### src/rtl/cam_frame_features.sv
// Camera front-end: pairs VSYNC/HREF-qualified RGB565 bytes into pixels and
// accumulates per-frame colour features, published with a one-cycle frame_valid.
module cam_frame_features #(
    parameter int CNT_W        = 16,
    parameter int SUM_W        = 24,
    parameter int ROW_W        = 10,
    parameter int GREEN_MARGIN = 4
) (
    input  logic             clk,
    input  logic             rst_n,
    input  logic             ena,
    input  logic [7:0]       pix_data,
    input  logic             vsync,
    input  logic             href,
    output logic [CNT_W-1:0] pixel_count,
    output logic [CNT_W-1:0] green_count,
    output logic [SUM_W-1:0] bright_sum,
    output logic [ROW_W-1:0] row_count,
    output logic             overflow,
    output logic             frame_valid,
    output logic             busy
);
    // state   | meaning
    // WAIT_VS | idle, waiting for a vsync rising edge while enabled
    // FRAME   | pairing bytes and accumulating features
    // DONE    | accumulators are final; publish them on the next edge
    typedef enum logic [1:0] {WAIT_VS, FRAME, DONE} state_t;

    state_t           r_state, w_state_nxt;
    logic             r_vsync_q, r_href_q, r_phase, r_row_act, r_ovf;
    logic [7:0]       r_hi;
    logic [CNT_W-1:0] r_pix_cnt, r_green_cnt;
    logic [SUM_W-1:0] r_sum;
    logic [ROW_W-1:0] r_row_cnt;

    logic             w_start, w_in_frame, w_byte_en, w_pix_done, w_row_end, w_green;
    logic [4:0]       w_r5, w_g5, w_b5;
    logic [5:0]       w_g6;
    logic [6:0]       w_bright;
    logic [SUM_W:0]   w_sum_ext;

    always_comb begin
        w_state_nxt = r_state;
        if (!ena) begin
            w_state_nxt = WAIT_VS;
        end else begin
            case (r_state)
                WAIT_VS: if (vsync && !r_vsync_q) w_state_nxt = FRAME;
                FRAME:   if (!vsync) w_state_nxt = DONE;
                DONE:    w_state_nxt = WAIT_VS;
                default: w_state_nxt = WAIT_VS;
            endcase
        end
    end

    assign w_start    = (r_state == WAIT_VS) && (w_state_nxt == FRAME);
    assign w_in_frame = (r_state == FRAME) && ena;
    assign w_byte_en  = w_in_frame && vsync && href;
    assign w_pix_done = w_byte_en && r_phase;
    // A row closes on href falling, or when vsync drops with a row still open.
    assign w_row_end  = w_in_frame && r_row_act && ((r_href_q && !href) || !vsync);

    assign w_r5      = r_hi[7:3];
    assign w_g6      = {r_hi[2:0], pix_data[7:5]};
    assign w_g5      = 5'(w_g6 >> 1);
    assign w_b5      = pix_data[4:0];
    assign w_bright  = {2'b00, w_r5} + {2'b00, w_g5} + {2'b00, w_b5};
    assign w_green   = ({1'b0, w_g5} > ({1'b0, w_r5} + 6'(GREEN_MARGIN))) && (w_g5 >= w_b5);
    assign w_sum_ext = {1'b0, r_sum} + {{(SUM_W-6){1'b0}}, w_bright};

    assign busy = (r_state == FRAME);

    always_ff @(posedge clk or negedge rst_n) begin
        if (!rst_n) r_state <= WAIT_VS;
        else        r_state <= w_state_nxt;
    end

    always_ff @(posedge clk or negedge rst_n) begin
        if (!rst_n) begin
            r_vsync_q   <= 1'b0;
            r_href_q    <= 1'b0;
            r_phase     <= 1'b0;
            r_row_act   <= 1'b0;
            r_ovf       <= 1'b0;
            r_hi        <= '0;
            r_pix_cnt   <= '0;
            r_green_cnt <= '0;
            r_sum       <= '0;
            r_row_cnt   <= '0;
        end else begin
            r_vsync_q <= vsync;
            r_href_q  <= href;
            if (w_start) begin
                r_phase     <= 1'b0;
                r_row_act   <= 1'b0;
                r_ovf       <= 1'b0;
                r_hi        <= '0;
                r_pix_cnt   <= '0;
                r_green_cnt <= '0;
                r_sum       <= '0;
                r_row_cnt   <= '0;
            end else if (w_in_frame) begin
                if (w_byte_en) begin
                    r_phase   <= ~r_phase;
                    r_row_act <= 1'b1;
                    if (!r_phase) r_hi <= pix_data;
                end else begin
                    r_phase <= 1'b0;
                end
                if (w_pix_done) begin
                    if (&r_pix_cnt) r_ovf <= 1'b1;
                    else            r_pix_cnt <= r_pix_cnt + 1'b1;
                    if (w_sum_ext[SUM_W]) begin
                        r_sum <= '1;
                        r_ovf <= 1'b1;
                    end else begin
                        r_sum <= w_sum_ext[SUM_W-1:0];
                    end
                    if (w_green) begin
                        if (&r_green_cnt) r_ovf <= 1'b1;
                        else              r_green_cnt <= r_green_cnt + 1'b1;
                    end
                end
                if (w_row_end) begin
                    r_row_act <= 1'b0;
                    if (&r_row_cnt) r_ovf <= 1'b1;
                    else            r_row_cnt <= r_row_cnt + 1'b1;
                end
            end
        end
    end

    always_ff @(posedge clk or negedge rst_n) begin
        if (!rst_n) begin
            pixel_count <= '0;
            green_count <= '0;
            bright_sum  <= '0;
            row_count   <= '0;
            overflow    <= 1'b0;
            frame_valid <= 1'b0;
        end else if ((r_state == DONE) && ena) begin
            pixel_count <= r_pix_cnt;
            green_count <= r_green_cnt;
            bright_sum  <= r_sum;
            row_count   <= r_row_cnt;
            overflow    <= r_ovf;
            frame_valid <= 1'b1;
        end else begin
            frame_valid <= 1'b0;
        end
    end

endmodule

### config.mk
export PLATFORM = sky130hd
export DESIGN_NAME = cam_frame_features
export DESIGN_NICKNAME = d
export VERILOG_FILES = /design/src/rtl/cam_frame_features.sv
export SDC_FILE = /design/constraint.sdc
export NUM_CORES = 1
export LEC_CHECK = 0
export BUFFER_PORTS_ARGS = -buffer_cell sky130_fd_sc_hd__buf_2
export CORE_MARGIN = 8
export CORE_UTILIZATION = 51
export CTS_CLUSTER_DIAMETER = 60
export DETAILED_ROUTE_END_ITERATION = 7
export PLACE_DENSITY = 0.71
export SETUP_SLACK_MARGIN = 0.2
export SYNTH_ARGS = -nofsm -noshare
export SYNTH_HDL_FRONTEND = slang
export SYNTH_SLANG_ARGS = --single-unit
### constraint.sdc
create_clock -name clk -period 10.3 [get_ports clk]
set_clock_uncertainty 0.15 [all_clocks]
set_input_delay 1.545 -clock clk [delete_from_list [all_inputs] [get_ports clk]]
set_output_delay 1.545 -clock clk [all_outputs]
set_load 0.05 [all_outputs]
==> reports/results.tsv <==
stage	metric	value	unit
place	Placed Cells	929	
route	DRC Markers	0	
grt	largest net degree at the start of global routing	91	
setup_path	Critical Path Fanout Max	13	
clocking	CTS sink count	149	
power_and_ir_drop	NetSw	0.000297	W
timing	RSZ-0062 raised after global routing	false	
timing	endpoints failing hold	0	
grt	number of global-route vias before repair	5569	
power_and_ir_drop	Sw Share	21.8	%
timing	final period utilization	44.8	%
die	I/O Pins	82	
power_and_ir_drop	Power Density	161	mW/mm²
run_status	outcome	finished clean	
yosys	Post-Synthesis Cells	688	
place	HPWL after DPL	11.5	mm
yosys	Netlist Area Pre-Place	0.00722	mm²
route	Vias	5414	
route	Avg Vias per Cell	5.64	
timing	max-slew violations	0	
grt	total gr overflow	0	
die	Die Y	135	µm
timing	setup_tns	0	ns
yosys	#FFs+latches synth	149	
clocking	number of clock buffers inserted by TritonCTS	17	
place	port bufs	81	
timing	final setup violating endpoints	0	
place	pre-CTS setup slack	5.27	ns
route	final WL	16.2	mm
layout	nets	813	
layout	most frequent cells in the layout	149 x dfrtp_1, 80 x buf_2, 71 x nand2_1, 49 x mux2_2, 47 x nor2_1	
setup_path	crit path DAT	4.77	ns
die	Die W	135	µm
yosys	Synth Area per Inst	10.5	µm²
yosys	ys async rst share	100	%
clocking	CTS tree	done	
clocking	CTS resizes	0	
grt	initial antenna violation count	0	
die	# rows	43	
setup_path	crit path kind	input port to register	
timing	Max Fclk	0.217	GHz
yosys	Syn Nets	733	
layout	final non-filler cell area	0.00846	mm²
clocking	clk slew on worst S/H paths	0.06	ns
die	full die area	0.0182	mm²
yosys	Yosys top cell by area	dfrtp_1	
layout	# diodes	0	
yosys	post-synthesis sequential area ratio	51.6	%
setup_path	required time of the critical path	10.46	ns
clocking	Post-CTS Hold Buffers	0	
layout	layout cells sized above 1	22.4	%
die	core area	0.0139	mm²
timing	worst relative slew slack	23.4	%
power_and_ir_drop	P_leak	4.20	nW
grt	first-pass GRT wire length	27.7	mm
yosys	Yosys top cell area share	51.6	%
clocking	H-tree Lvls	4	
power_and_ir_drop	Int Pwr	0.00107	W
clocking	CTS Buffer Depth	2	
die	initial core utilization	52.0	%
clocking	CTS root buf	clkbuf_16	
power_and_ir_drop	combinational share of power	7.0	%
route	number of routed nets with antenna violations	0	
setup_path	Critical Path Sink Type	register	
place	RD Place Congestion	0.848	
timing	worst slew pin tran	1.15	ns
layout	most common cell after layout, fill and taps aside	dfrtp_1	
layout	Layout area overhead	17.1	%
yosys	Synth area leaders	dfrtp_1 52%, mux2_2 7.6%, ha_1 3.8%	
setup_path	startpoint types	input port	
timing	Final min period	4.61	ns
clocking	Clk Latency, worst-skew pair	0.42	ns
place	area of placed instances	0.00782	mm²
yosys	Distinct cells, synth	53	
clocking	setup bufs post-CTS	0	
power_and_ir_drop	Max VDD drop	0.106	mV
worst_hold_path	Hold Path Class	register to register	
route	drt first pass iters	5	
route	post-DR wirelength/cell	16.9	µm
run	maxcap violations	0	
layout	# fillers	1164	
power_and_ir_drop	Seq pwr share	43.8	%
yosys	number of flops mapped to enable cells by yosys	0	
route	Iteration-0 DRC Markers	381	
power_and_ir_drop	Clk pwr share	49.3	%
timing	setup ws final	5.69	ns
grt	Tot GR Track Use	18.9	%
yosys	Synthesis Warnings	0	
layout	Layout Cells excl Fill	960	
yosys	Most used DFF post-synth	dfrtp_1	
==> Yosys cell counts (all sizes together) (3+ instances only) <==
| cell type | n |
|---|---|
| xor2 | 11 |
| clkbuf | 15 |
| or3 | 13 |
| xnor2 | 15 |
| mux2 | 49 |
| and4 | 6 |
| nand3b | 3 |
| ha | 22 |
| inv | 41 |
| nand4 | 13 |
| a211oi | 3 |
| o2111ai | 3 |
| nor3 | 22 |
| nand2 | 71 |
| a31oi | 8 |
| dfrtp | 149 |
| a31o | 3 |
| a21o | 4 |
| nand3 | 37 |
| o211ai | 7 |
| a21oi | 35 |
| nor4 | 3 |
| and3 | 10 |
| o21ai | 35 |
| nor2 | 48 |
| o31ai | 12 |
| buf | 10 |
| or4 | 6 |
| fa | 10 |
| and2 | 3 |
==> final timing paths <==
path,from,end,slack (ns),cells past startpoint
min in group asynchronous,rst_n,pixel_count[5]$_DFFE_PN0P_,0.94,1
min reg2reg,pixel_count[1]$_DFFE_PN0P_,pixel_count[1]$_DFFE_PN0P_,0.32,2
max in group asynchronous,rst_n,bright_sum[18]$_DFFE_PN0P_,7.58,2
max,pix_data[2],r_sum[21]$_DFFE_PN0P_,5.69,12
min,pixel_count[1]$_DFFE_PN0P_,pixel_count[1]$_DFFE_PN0P_,0.32,2
max reg2reg,r_hi[0]$_DFFE_PN0P_,r_sum[21]$_DFFE_PN0P_,6.45,11
==> flip-flops by register name, indices dropped and copies added (netlist names) <==
signal and cells:
bright_sum 24, r_sum 24, green_count 16, pixel_count 16
r_green_cnt 16, r_pix_cnt 16, r_row_cnt 10, row_count 10
r_hi 8, r_state 2, frame_valid 1, overflow 1
r_href_q 1, r_ovf 1, r_phase 1, r_row_act 1
r_vsync_q 1
==> final cells by class <==
| type | instances | area [µm²] | share of cell area, % |
|---|---|---|---|
| clock buffer | 23 | 468 | 5.53 |
| timing repair buffer | 86 | 449 | 5.31 |
| multi-input combinational | 472 | 3260 | 38.5 |
| sequential | 149 | 3730 | 44.1 |
| inverter | 42 | 158 | 1.86 |
| tap | 180 | 225 | 2.66 |
| clock inverter | 8 | 173 | 2.04 |
==> logic make-up (layout without fill, tap and decap cells) <==
group	after synthesis	count (layout)	share of synthesized area, %
and+or+nand+nor	240	240	16.4
DFF	149	149	51.6
AOI/OAI and AO/OA	123	123	10.8
buffers and inverters	67	159	3.55
muxes	51	51	7.92
adders and majority gates	32	32	6.58
xor gates and xnor gates	26	26	3.15
==> critical path: stages <==
cell and delay (ns):
buf_2 0.09, inv_1 0.06, fa_1 0.50, fa_1 0.51, inv_1 0.06, ha_1 0.28
a21oi_1 0.18, o2111ai_1 0.24, o2111ai_1 0.53, buf_4 0.29, nand3_1 0.16, o221a_2 0.31
==> power by group through the flow <==
stage	logic (W)	registers [W]	clock network (W)
2_1_floorplan	0.0000579	0.000609	0
3_3_place_gp	0.0000927	0.000607	0
3_5_place_dp	0.0000956	0.000607	0
4_1_cts	0.0000964	0.000597	0.000683
5_1_grt	0.000109	0.000597	0.000706
6_report	0.0000949	0.000597	0.000672
==> layer usage <==
metal	wire length [µm]	GRT usage, %	share of wire, %
met1	7060	23.5	43
met2	8090	31.5	50
met3	925	4.72	5.7
met4	164	6.35	1.0
met5	0	0	0
==> metrics by stage <==
step,hold slack [ns],utilization (%),power (W)
final,0.319,60.9,0.00136
after detailed placement,0.308,56.3,0.000703
after global routing,0.352,60.9,0.00141
after global placement,0.306,56.3,0.000700
after floorplan,0.283,-,0.000667
after CTS,0.325,60.9,0.00138
No activity file was read; power rests on OpenSTA's default activity.
